**config.mk**
```make
export PLATFORM = sky130hd
export DESIGN_NAME = core_cmd_sequencer
export DESIGN_NICKNAME = d
export VERILOG_FILES = /design/src/rtl/core_seq_pkg.sv /design/src/rtl/seq_beat_counter.sv /design/src/rtl/core_cmd_sequencer.sv
export SDC_FILE = /design/constraint.sdc
export NUM_CORES = 1
export LEC_CHECK = 0
export BUFFER_PORTS_ARGS = -buffer_cell sky130_fd_sc_hd__buf_2
export CORE_AREA = 2 2 119 121
export CTS_BUF_LIST = sky130_fd_sc_hd__clkbuf_16
export CTS_CLUSTER_SIZE = 40
export DETAILED_ROUTE_END_ITERATION = 10
export DIE_AREA = 0 0 121 123
export PLACE_DENSITY = 0.83
export SETUP_SLACK_MARGIN = 0.4
export SLEW_MARGIN = 10
export SYNTH_ARGS = -nofsm -noshare
export SYNTH_HDL_FRONTEND = slang
export SYNTH_HIERARCHICAL = 1
export SYNTH_SLANG_ARGS = --single-unit
```
**constraint.sdc**
```tcl
create_clock -name clk -period 11.8 [get_ports clk]
set_input_delay 1.18 -clock clk [delete_from_list [all_inputs] [get_ports clk]]
set_output_delay 1.18 -clock clk [all_outputs]
set_load 0.02 [all_outputs]
```
**src/rtl/core_seq_pkg.sv**
```systemverilog
`default_nettype none
// ============================================================================
//  Module      : core_seq_pkg
//  Description : Shared opcodes, FSM state encodings, inst-word bit positions
//                and small helpers for the core command sequencer.
//  Ports       : none (package)
//  Revision    : 1.0 - initial release
// ============================================================================
package core_seq_pkg;

    // Host command opcodes; 5..7 are rejected as illegal.
    localparam logic [2:0] OP_NOP      = 3'd0;
    localparam logic [2:0] OP_LOAD_K   = 3'd1;
    localparam logic [2:0] OP_LOAD_Q   = 3'd2;
    localparam logic [2:0] OP_EXEC     = 3'd3;
    localparam logic [2:0] OP_READ_OUT = 3'd4;

    // Sequencer states
    localparam logic [1:0] ST_IDLE = 2'd0;
    localparam logic [1:0] ST_DATA = 2'd1;
    localparam logic [1:0] ST_RUN  = 2'd2;

    // inst word layout towards the core
    localparam int INST_W         = 20;
    localparam int INST_LOADK_BIT = 19;
    localparam int INST_LOADQ_BIT = 18;
    localparam int INST_EXEC_BIT  = 17;
    localparam int INST_RDOUT_BIT = 16;

    function automatic logic op_is_legal(input logic [2:0] op);
        return (op <= OP_READ_OUT);
    endfunction

    // One-hot strobe mask for the inst word; NOP/illegal map to no strobe.
    function automatic logic [INST_W-1:0] op_mask(input logic [2:0] op);
        logic [INST_W-1:0] m;
        m = '0;
        case (op)
            OP_LOAD_K:   m[INST_LOADK_BIT] = 1'b1;
            OP_LOAD_Q:   m[INST_LOADQ_BIT] = 1'b1;
            OP_EXEC:     m[INST_EXEC_BIT]  = 1'b1;
            OP_READ_OUT: m[INST_RDOUT_BIT] = 1'b1;
            default:     m = '0;
        endcase
        return m;
    endfunction

endpackage : core_seq_pkg
`default_nettype wire

```
**src/rtl/seq_beat_counter.sv**
```systemverilog
`default_nettype none
// ============================================================================
//  Module      : seq_beat_counter
//  Description : Burst address/length tracker. Loads a start address and a
//                beat count, then on each step increments the address (wrap
//                modulo 2^ADDR_W) and decrements the remaining count.
//  Ports       : clk, rst      - clock, asynchronous active-high reset
//                i_load        - load i_addr / i_len
//                i_addr, i_len - burst start address and length
//                i_step        - one beat issued this cycle
//                o_addr        - address of the beat to issue next
//                o_last        - the next beat is the final one
//  Revision    : 1.0 - initial release
// ============================================================================
module seq_beat_counter #(
    parameter int ADDR_W = 11,
    parameter int LEN_W  = 8
) (
    input  logic              clk,
    input  logic              rst,
    input  logic              i_load,
    input  logic [ADDR_W-1:0] i_addr,
    input  logic [LEN_W-1:0]  i_len,
    input  logic              i_step,
    output logic [ADDR_W-1:0] o_addr,
    output logic              o_last
);

    logic [ADDR_W-1:0] r_addr, w_addr_nxt;
    logic [LEN_W-1:0]  r_remain, w_remain_nxt;

    always_comb begin
        w_addr_nxt   = r_addr;
        w_remain_nxt = r_remain;
        if (i_load) begin
            w_addr_nxt   = i_addr;
            w_remain_nxt = i_len;
        end else if (i_step) begin
            // Natural overflow of the ADDR_W-bit sum gives the wrap to 0.
            w_addr_nxt   = r_addr + ADDR_W'(1);
            w_remain_nxt = r_remain - LEN_W'(1);
        end
    end

    always_ff @(posedge clk or posedge rst) begin
        if (rst) begin
            r_addr   <= '0;
            r_remain <= '0;
        end else begin
            r_addr   <= w_addr_nxt;
            r_remain <= w_remain_nxt;
        end
    end

    assign o_addr = r_addr;
    assign o_last = (r_remain == LEN_W'(1));

endmodule : seq_beat_counter
`default_nettype wire

```
**src/rtl/core_cmd_sequencer.sv**
```systemverilog
`default_nettype none
// ============================================================================
//  Module      : core_cmd_sequencer
//  Description : Expands host burst commands and data beats into the
//                per-cycle inst word and mem_in bus consumed by the core.
//                The core cannot stall, so every output here is registered
//                and this block fully owns inst/mem_in timing.
//  Ports       : clk, reset            - clock, asynchronous active-high reset
//                cmd_valid/cmd_ready   - command handshake
//                cmd_op/addr/len       - opcode, start address, beat count
//                dat_valid/dat_ready   - data beat handshake (LOAD_K/LOAD_Q)
//                dat_in                - data beat
//                inst, mem_in          - registered outputs to the core
//                busy                  - burst in progress
//                done, err             - single-cycle completion / illegal-op
//  Revision    : 1.0 - initial release
// ============================================================================
module core_cmd_sequencer
    import core_seq_pkg::*;
#(
    parameter int BW     = 8,
    parameter int PR     = 16,
    parameter int ADDR_W = 11,
    parameter int LEN_W  = 8
) (
    input  logic                clk,
    input  logic                reset,
    input  logic                cmd_valid,
    output logic                cmd_ready,
    input  logic [2:0]          cmd_op,
    input  logic [ADDR_W-1:0]   cmd_addr,
    input  logic [LEN_W-1:0]    cmd_len,
    input  logic                dat_valid,
    output logic                dat_ready,
    input  logic [PR*BW-1:0]    dat_in,
    output logic [INST_W-1:0]   inst,
    output logic [PR*BW-1:0]    mem_in,
    output logic                busy,
    output logic                done,
    output logic                err
);

    logic [1:0]          r_state, w_state_nxt;
    logic [INST_W-1:0]   r_mask, w_mask_nxt;
    logic [INST_W-1:0]   r_inst, w_inst_nxt;
    logic [PR*BW-1:0]    r_mem_in, w_mem_nxt;
    logic                r_done, w_done_nxt;
    logic                r_err, w_err_nxt;

    logic                w_cmd_fire;
    logic                w_cnt_load;
    logic                w_cnt_step;
    logic                w_cnt_last;
    logic [ADDR_W-1:0]   w_cnt_addr;
    logic [INST_W-1:0]   w_beat_inst;

    // cmd_ready is forced low while reset is held, not just after it.
    assign cmd_ready   = (r_state == ST_IDLE) && !reset;
    assign dat_ready   = (r_state == ST_DATA);
    assign busy        = (r_state != ST_IDLE);
    assign w_cmd_fire  = cmd_valid && cmd_ready;
    assign w_beat_inst = r_mask | INST_W'(w_cnt_addr);

    seq_beat_counter #(
        .ADDR_W (ADDR_W),
        .LEN_W  (LEN_W)
    ) u_beat_counter (
        .clk    (clk),
        .rst    (reset),
        .i_load (w_cnt_load),
        .i_addr (cmd_addr),
        .i_len  (cmd_len),
        .i_step (w_cnt_step),
        .o_addr (w_cnt_addr),
        .o_last (w_cnt_last)
    );

    always_comb begin
        w_state_nxt = r_state;
        w_mask_nxt  = r_mask;
        w_inst_nxt  = '0;          // bubble unless a beat is issued
        w_mem_nxt   = r_mem_in;    // mem_in only changes on a data beat
        w_done_nxt  = 1'b0;
        w_err_nxt   = 1'b0;
        w_cnt_load  = 1'b0;
        w_cnt_step  = 1'b0;

        case (r_state)
            ST_IDLE: begin
                if (w_cmd_fire) begin
                    if (!op_is_legal(cmd_op)) begin
                        w_err_nxt = 1'b1;
                    end else if ((cmd_op == OP_NOP) || (cmd_len == '0)) begin
                        w_done_nxt = 1'b1;
                    end else begin
                        w_cnt_load  = 1'b1;
                        w_mask_nxt  = op_mask(cmd_op);
                        w_state_nxt = ((cmd_op == OP_LOAD_K) || (cmd_op == OP_LOAD_Q))
                                      ? ST_DATA : ST_RUN;
                    end
                end
            end

            ST_DATA: begin
                if (dat_valid) begin
                    w_inst_nxt = w_beat_inst;
                    w_mem_nxt  = dat_in;
                    w_cnt_step = 1'b1;
                    if (w_cnt_last) begin
                        w_done_nxt  = 1'b1;
                        w_state_nxt = ST_IDLE;
                    end
                end
            end

            ST_RUN: begin
                w_inst_nxt = w_beat_inst;
                w_cnt_step = 1'b1;
                if (w_cnt_last) begin
                    w_done_nxt  = 1'b1;
                    w_state_nxt = ST_IDLE;
                end
            end

            default: begin
                w_state_nxt = ST_IDLE;
            end
        endcase
    end

    always_ff @(posedge clk or posedge reset) begin
        if (reset) begin
            r_state  <= ST_IDLE;
            r_mask   <= '0;
            r_inst   <= '0;
            r_mem_in <= '0;
            r_done   <= 1'b0;
            r_err    <= 1'b0;
        end else begin
            r_state  <= w_state_nxt;
            r_mask   <= w_mask_nxt;
            r_inst   <= w_inst_nxt;
            r_mem_in <= w_mem_nxt;
            r_done   <= w_done_nxt;
            r_err    <= w_err_nxt;
        end
    end

    assign inst   = r_inst;
    assign mem_in = r_mem_in;
    assign done   = r_done;
    assign err    = r_err;

endmodule : core_cmd_sequencer
`default_nettype wire

```
==> results of run 1 <==
## synth_stat cells (2+ instances only)
master / instances / area, um2
or4_1: 8 / 60.1
xor2_1: 4 / 35.0
ha_1: 7 / 87.6
buf_4: 5 / 37.5
mux2_2: 10 / 113
a21oi_1: 2 / 10.0
o211ai_1: 5 / 37.5
buf_2: 16 / 80.1
clkbuf_1: 7 / 26.3
nor4_2: 2 / 25.0
nor2_1: 9 / 33.8
nand3_1: 10 / 50.1
a31oi_1: 5 / 31.3
inv_1: 12 / 45.0
o21ai_0: 12 / 60.1
and2_1: 16 / 100
mux2_1: 120 / 1350
dfrtp_1: 170 / 4250
o31ai_1: 4 / 30.0
nor3b_1: 2 / 15.0
nand4_1: 4 / 25.0
o21a_1: 2 / 15.0
o21ai_1: 3 / 15.0
nand2_1: 18 / 67.6
nor3_1: 2 / 10.0
xnor2_1: 4 / 35.0
or3_2: 2 / 15.0
## per-stage QoR
step | cell area, um2 | power (mW) | setup WS (ns) | hold slack [ns] | cells
floorplan | 6860 | 1.57 | 6.56 | 0.446 | 484
global placement | 8480 | 1.89 | 8.34 | 0.463 | 940
detailed placement | 8480 | 1.94 | 8.28 | 0.469 | 940
CTS | 9040 | 2.48 | 8.72 | 0.482 | 970
global route | 9040 | 2.59 | 8.57 | 0.495 | 970
finish | 9040 | 2.46 | 8.69 | 0.479 | 971
## power by group through the flow
stage          Combinational (mW)  Sequential [mW]  Clock [mW]
3_3_place_gp                0.921            0.967           0
5_1_grt                      1.01             1.01       0.571
2_1_floorplan               0.325             1.24           0
4_1_cts                     0.956            0.981       0.546
3_5_place_dp                0.954            0.989           0
6_report                    0.941            0.983       0.534
## per-layer routing
metal / global-route usage, % / part of all wire (%) / wire length, um
met5: 0 / 0 / 0
met4: 9.16 / 2.6 / 439
met3: 5.95 / 6.7 / 1140
met2: 40.7 / 54 / 9150
met1: 24.9 / 37 / 6210
## area by class of cell
type | count | share of cell area, %
clock inverter | 13 | 1.52
clock buffer | 17 | 4.70
sequential | 170 | 47.0
tap | 180 | 2.49
antenna | 1 | 0.0277
multi-input combinational | 273 | 26.7
timing repair buffer | 305 | 17.0
inverter | 12 | 0.553
## cell families after synthesis
group / count (synthesis) / share of synthesized area (%)
AO/OA/AOI/OAI: 41 / 4.22
XOR/XNOR: 8 / 1.02
other: 1 / 0.0548
flip-flops: 170 / 62.2
adder cells (fa/ha/maj): 7 / 1.28
AND/OR/NAND/NOR: 81 / 6.89
multiplexers: 131 / 21.5
buffers and inverters: 41 / 2.82
## state kept, by name (all words and copies together) (netlist names)
signal / flops
r_mask: 4
done: 1
inst: 15
r_state: 2
u_beat_counter/o_addr: 11
mem_in: 128
err: 1
u_beat_counter/r_remain: 8
## worst max-delay path, cell delays in order
cell and delay (ns):
buf_2 0.09, and2_4 0.61, o21a_1 0.19, buf_4 0.25
or3b_1 0.46, or4_1 0.48, a31oi_1 0.17
## worst paths after layout
kind                                                               end  slack [ns]  depth (start not counted)
worst max register to register  u_beat_counter/r_remain[7]$_DFFE_PP0P_        8.79                          8
max in group asynchronous                      mem_in[106]$_DFFE_PP0P_        9.52                          3
worst max-delay path            u_beat_counter/r_remain[7]$_DFFE_PP0P_        8.69                          7
worst min-delay path                            mem_in[55]$_DFFE_PP0P_        0.48                          1
worst min register to register                  mem_in[55]$_DFFE_PP0P_        0.48                          1
min in group asynchronous                                err$_DFF_PP0_        0.87                          2
==> impl_metrics.yaml, run 1 <==
timing:
  rsz0062_at_grt: "no"
  max_slew_margin_pct: 34.6
  max_freq_ghz: 0.322
  skew_ns: 0.00721
  hold_violations: 0
  period_minus_slack_ns: 3.11
  fin_tns_setup_ns: 0
  finalSetupViolations: 0
  slew_viol_final: 0
  worst_pin_slew_ns: 0.980
  fin_crit_sh_pct: 26.3
layout:
  fill_cells: 1011
  nets: 940
  layout-drive-gt1-share_pct: 44.1
  syn_to_final_growth_pct: 32.2
  multi_input_area_mm2: 0.00241
  final-seq-area_mm2: 0.00425
  mostFrequentLayoutCells: "buf_2 (301), dfrtp_1 (170), mux2_1 (120)"
  final_util_pct: 66.4
  final_common_cell: "buf_2"
routing:
  vias: 4916
  drt-initial-drc-count: 274
  drt_wl_total_um: 16900
  via_per_inst: 5.06
  drc_errors: 0
  ant_nets: 0
  drt_pass1_iterations: 4
  wl_per_cell_um: 17.4
pwr:
  p_int_mw: 1.53
  p_seq_share_pct: 40.0
  p_leak_nw: 4.64
  ir_worst_vdd_mv: 0.105
  combinationalPowerShare_pct: 38.3
  switching_share_pct: 37.8
  p_sw_mw: 0.929
  clkPwrFrac_pct: 21.7
  powerDensity_mw_per_mm2: 272
worst_setup_path:
  cp.required_ns: 12.14
  startpoint: "dat_valid"
  cp_max_fo: 53
  startpoint_type: "input pin"
  r2r-start: "r_state[1]$_DFFE_PP0P_"
  end_kind: "register"
  arrival_ns: 3.44
  crit_type: "in -> reg"
die:
  die_w_um: 121
  floorplan.initialDensity_pct: 50.3
  core-area_mm2: 0.0136
  die-area_mm2: 0.0149
  core.rowCount: 43
  die_y_um: 123
  io_pins: 307
worst_hold_path:
  min_from: "mem_in[55]$_DFFE_PP0P_"
  worst_hold_path_type: "reg -> reg"
place:
  routabilityCongestion: 0.831
  io_buffers: 301
  dpl.hpwl_um: 13000
job:
  max_cap_viol_count: 0
yosys:
  ys.flop_type: "dfrtp_1"
  synth-edff-count: 0
  synth_area_per_cell_um2: 14.3
  syn_inst: 480
  async_reset_ff_share_pct: 100
  ys_warn_count: 6
  netlist-cell-type-count: 46
  synth-seq-cells: 170
  syn-cell-area_mm2: 0.00684
  ys_seq_area_share_pct: 62.2
cts:
  clk_path_buf_depth: 2
  cts_buffers: 17
  ctsHoldBuffers: 0
  clock_latency_ns: 0.41
  clkTransAtPathRegs_ns: 0.06
  htree_levels: 4
  ctsResizeCount: 0
  cts_setup_buffers: 0
  cts.sinks: 170
  cts_root_buf: "clkbuf_16"
  cts_tree: "built"
global_routing:
  grt_pass1_wl_um: 25400
  track_usage_pct: 22.4
  grt_pass1_vias: 4981
  grt_max_degree: 79
  grt-ovfl-total: 0
  grt_antenna_before_repair: 1
status:
  status: "complete, no violations"
Power figures use the tool's default switching activity.
==> run 2: changes to the inputs <==
--- a/config.mk
+++ b/config.mk
@@ -6,12 +6,11 @@
 export NUM_CORES = 1
 export LEC_CHECK = 0
 export BUFFER_PORTS_ARGS = -buffer_cell sky130_fd_sc_hd__buf_2
-export CORE_AREA = 2 2 119 121
+export CORE_UTILIZATION = 47
 export CTS_BUF_LIST = sky130_fd_sc_hd__clkbuf_16
 export CTS_CLUSTER_SIZE = 40
 export DETAILED_ROUTE_END_ITERATION = 10
-export DIE_AREA = 0 0 121 123
-export PLACE_DENSITY = 0.83
+export PLACE_DENSITY = 0.78
 export SETUP_SLACK_MARGIN = 0.4
 export SLEW_MARGIN = 10
 export SYNTH_ARGS = -nofsm -noshare
==> constraint.sdc (replaced) <==
create_clock -name clk -period 3.25 [get_ports clk]
set_input_delay 0.325 -clock clk [delete_from_list [all_inputs] [get_ports clk]]
set_output_delay 0.325 -clock clk [all_outputs]
set_load 0.02 [all_outputs]
==> run 2 against run 1 <==
  * Sequential share of layout area fell by 0.32 points
  * Critical path depth unchanged
  * Register-to-register slack lost 8.1 ns
==> impl_metrics.yaml, run 2 (synthesis results as in run 1) <==
layout:
  layout-drive-gt1-share_pct: 44.4
  mostFrequentLayoutCells: "buf_2 (301), dfrtp_1 (170), mux2_1 (120)"
  syn_to_final_growth_pct: 33.1
  fill_cells: 1061
  n_antenna_cell: 0
  nets: 941
  final_common_cell: "buf_2"
  largest_register_ffs: 128
worst_setup_path:
  startpoint: "r_state[1]$_DFFE_PP0P_"
  regToRegEndpoint: "u_beat_counter/r_remain[7]$_DFFE_PP0P_"
  crit_type: "reg -> reg"
  cp.required_ns: 3.59
  worst_r2r_path_depth: 7
  arrival_ns: 2.87
  cp-endpoint: "u_beat_counter/r_remain[7]$_DFFE_PP0P_"
  r2r-start: "r_state[1]$_DFFE_PP0P_"
  startpoint_type: "register"
  ff2ff_setup_slack_ns: 0.71
  cp_max_fo: 14
  end_kind: "register"
pwr:
  p_sw_mw: 3.41
  clkPwrFrac_pct: 22.9
  ir_worst_vdd_mv: 0.392
  switching_share_pct: 37.6
  powerDensity_mw_per_mm2: 994
  p_int_mw: 5.65
  p_leak_nw: 4.66
  p_seq_share_pct: 39.2
  combinationalPowerShare_pct: 38.0
cts:
  htree_levels: 4
  cts_buffers: 17
  clock_latency_ns: 0.42
  ctsHoldBuffers: 0
  cts_root_buf: "clkbuf_16"
  ctsResizeCount: 0
  clk_path_buf_depth: 2
  cts_tree: "built"
  cts_setup_buffers: 0
  cts.sinks: 170
  clkTransAtPathRegs_ns: 0.06
die:
  core.rowCount: 43
  die_w_um: 123
  floorplan.initialDensity_pct: 48.7
  io_pins: 307
  die_y_um: 123
  core-area_mm2: 0.0140
  die-area_mm2: 0.0150
global_routing:
  grt_pass1_vias: 4922
  track_usage_pct: 22.6
  grt-ovfl-total: 0
  grt_max_degree: 130
  grt_pass1_wl_um: 25300
  grt_antenna_before_repair: 1
routing:
  drt_pass1_iterations: 4
  via_per_inst: 5.05
  wl_per_cell_um: 17.2
  vias: 4917
  drt-initial-drc-count: 243
  drc_errors: 0
  drt_wl_total_um: 16800
  ant_nets: 0
place:
  dpl.hpwl_um: 12800
  routabilityCongestion: 0.857
  io_buffers: 301
timing:
  slew_viol_final: 0
  rsz0062_at_grt: "no"
  worst_pin_slew_ns: 0.999
  holdWs_ns: 0.0669
  period_minus_slack_ns: 2.54
  finalSetupViolations: 0
  hold_violations: 0
  fin_crit_sh_pct: 78.1
  max_slew_margin_pct: 33.4
  skew_ns: 0.00543
  max_freq_ghz: 0.394
  fin_tns_setup_ns: 0
status:
  status: "complete, no violations"
job:
  max_cap_viol_count: 0
worst_hold_path:
  worst_hold_path_type: "in -> async"
run 2: cell count changes in the layout (fill, tap and decap cells not counted):
cell / change
buf_12: +1
bufinv_16: +1
clkinv_1: -2
clkinv_2: -1
clkinvlp_4: +3
diode_2: -1
inv_1: +1
run 2: layout make-up:
type	count	area (um2)	area share, %
clock buffers	17	425	4.67
clock inverters	15	183	2.01
inverters	12	48.8	0.536
multi-input cells	273	2410	26.5
flip-flops and latches	170	4250	46.7
well taps	180	225	2.47
repair buffers	306	1560	17.1
run 2: metal layers:
layer,routed length [um],GRT usage [%]
met1,6230,25.1
met5,11,0
met2,8940,39.7
met4,437,10.7
met3,1150,6.37
run 2: critical path: stages, from the launching register on:
cell	delay [ns]
dfrtp_1	0.42
inv_1	0.09
ha_1	0.19
and2_4	0.18
o21a_1	0.39
or3b_1	0.49
or4_1	0.50
a31oi_1	0.18
run 2: how the worst min path moves through the flow:
stage,startpoint,cells past startpoint,end
2_1_floorplan,reset,1,u_beat_counter/o_addr[0]$_DFFE_PP0P_
3_3_place_gp,mem_in[54]$_DFFE_PP0P_,1,mem_in[54]$_DFFE_PP0P_
3_5_place_dp,r_mask[19]$_DFFE_PP0P_,1,inst[19]$_DFF_PP0_
4_1_cts,reset,2,u_beat_counter/r_remain[1]$_DFFE_PP0P_
5_1_grt,dat_in[98],2,mem_in[98]$_DFFE_PP0P_
6_report,reset,2,u_beat_counter/r_remain[2]$_DFFE_PP0P_
run 2: power by group through the flow:
| stage | clock (mW) | combinational [mW] | sequential, mW |
|---|---|---|---|
| 4_1_cts | 2.10 | 3.50 | 3.54 |
| 5_1_grt | 2.19 | 3.69 | 3.67 |
| 3_5_place_dp | 0 | 3.49 | 3.58 |
| 2_1_floorplan | 0 | 1.18 | 4.50 |
| 3_3_place_gp | 0 | 3.38 | 3.50 |
| 6_report | 2.07 | 3.44 | 3.55 |
run 2: stage by stage:
step | instances | utilization [%] | setup WS, ns | instance area [um2] | power (mW)
after floorplan | 484 | - | 0.674 | 6860 | 5.68
after CTS | 973 | 64.8 | 0.735 | 9110 | 9.14
after detailed placement | 941 | 60.5 | 0.736 | 8500 | 7.06
after global routing | 973 | 64.8 | 0.611 | 9110 | 9.55
after global placement | 941 | 60.5 | 0.891 | 8500 | 6.88
final | 973 | 64.8 | 0.713 | 9110 | 9.06
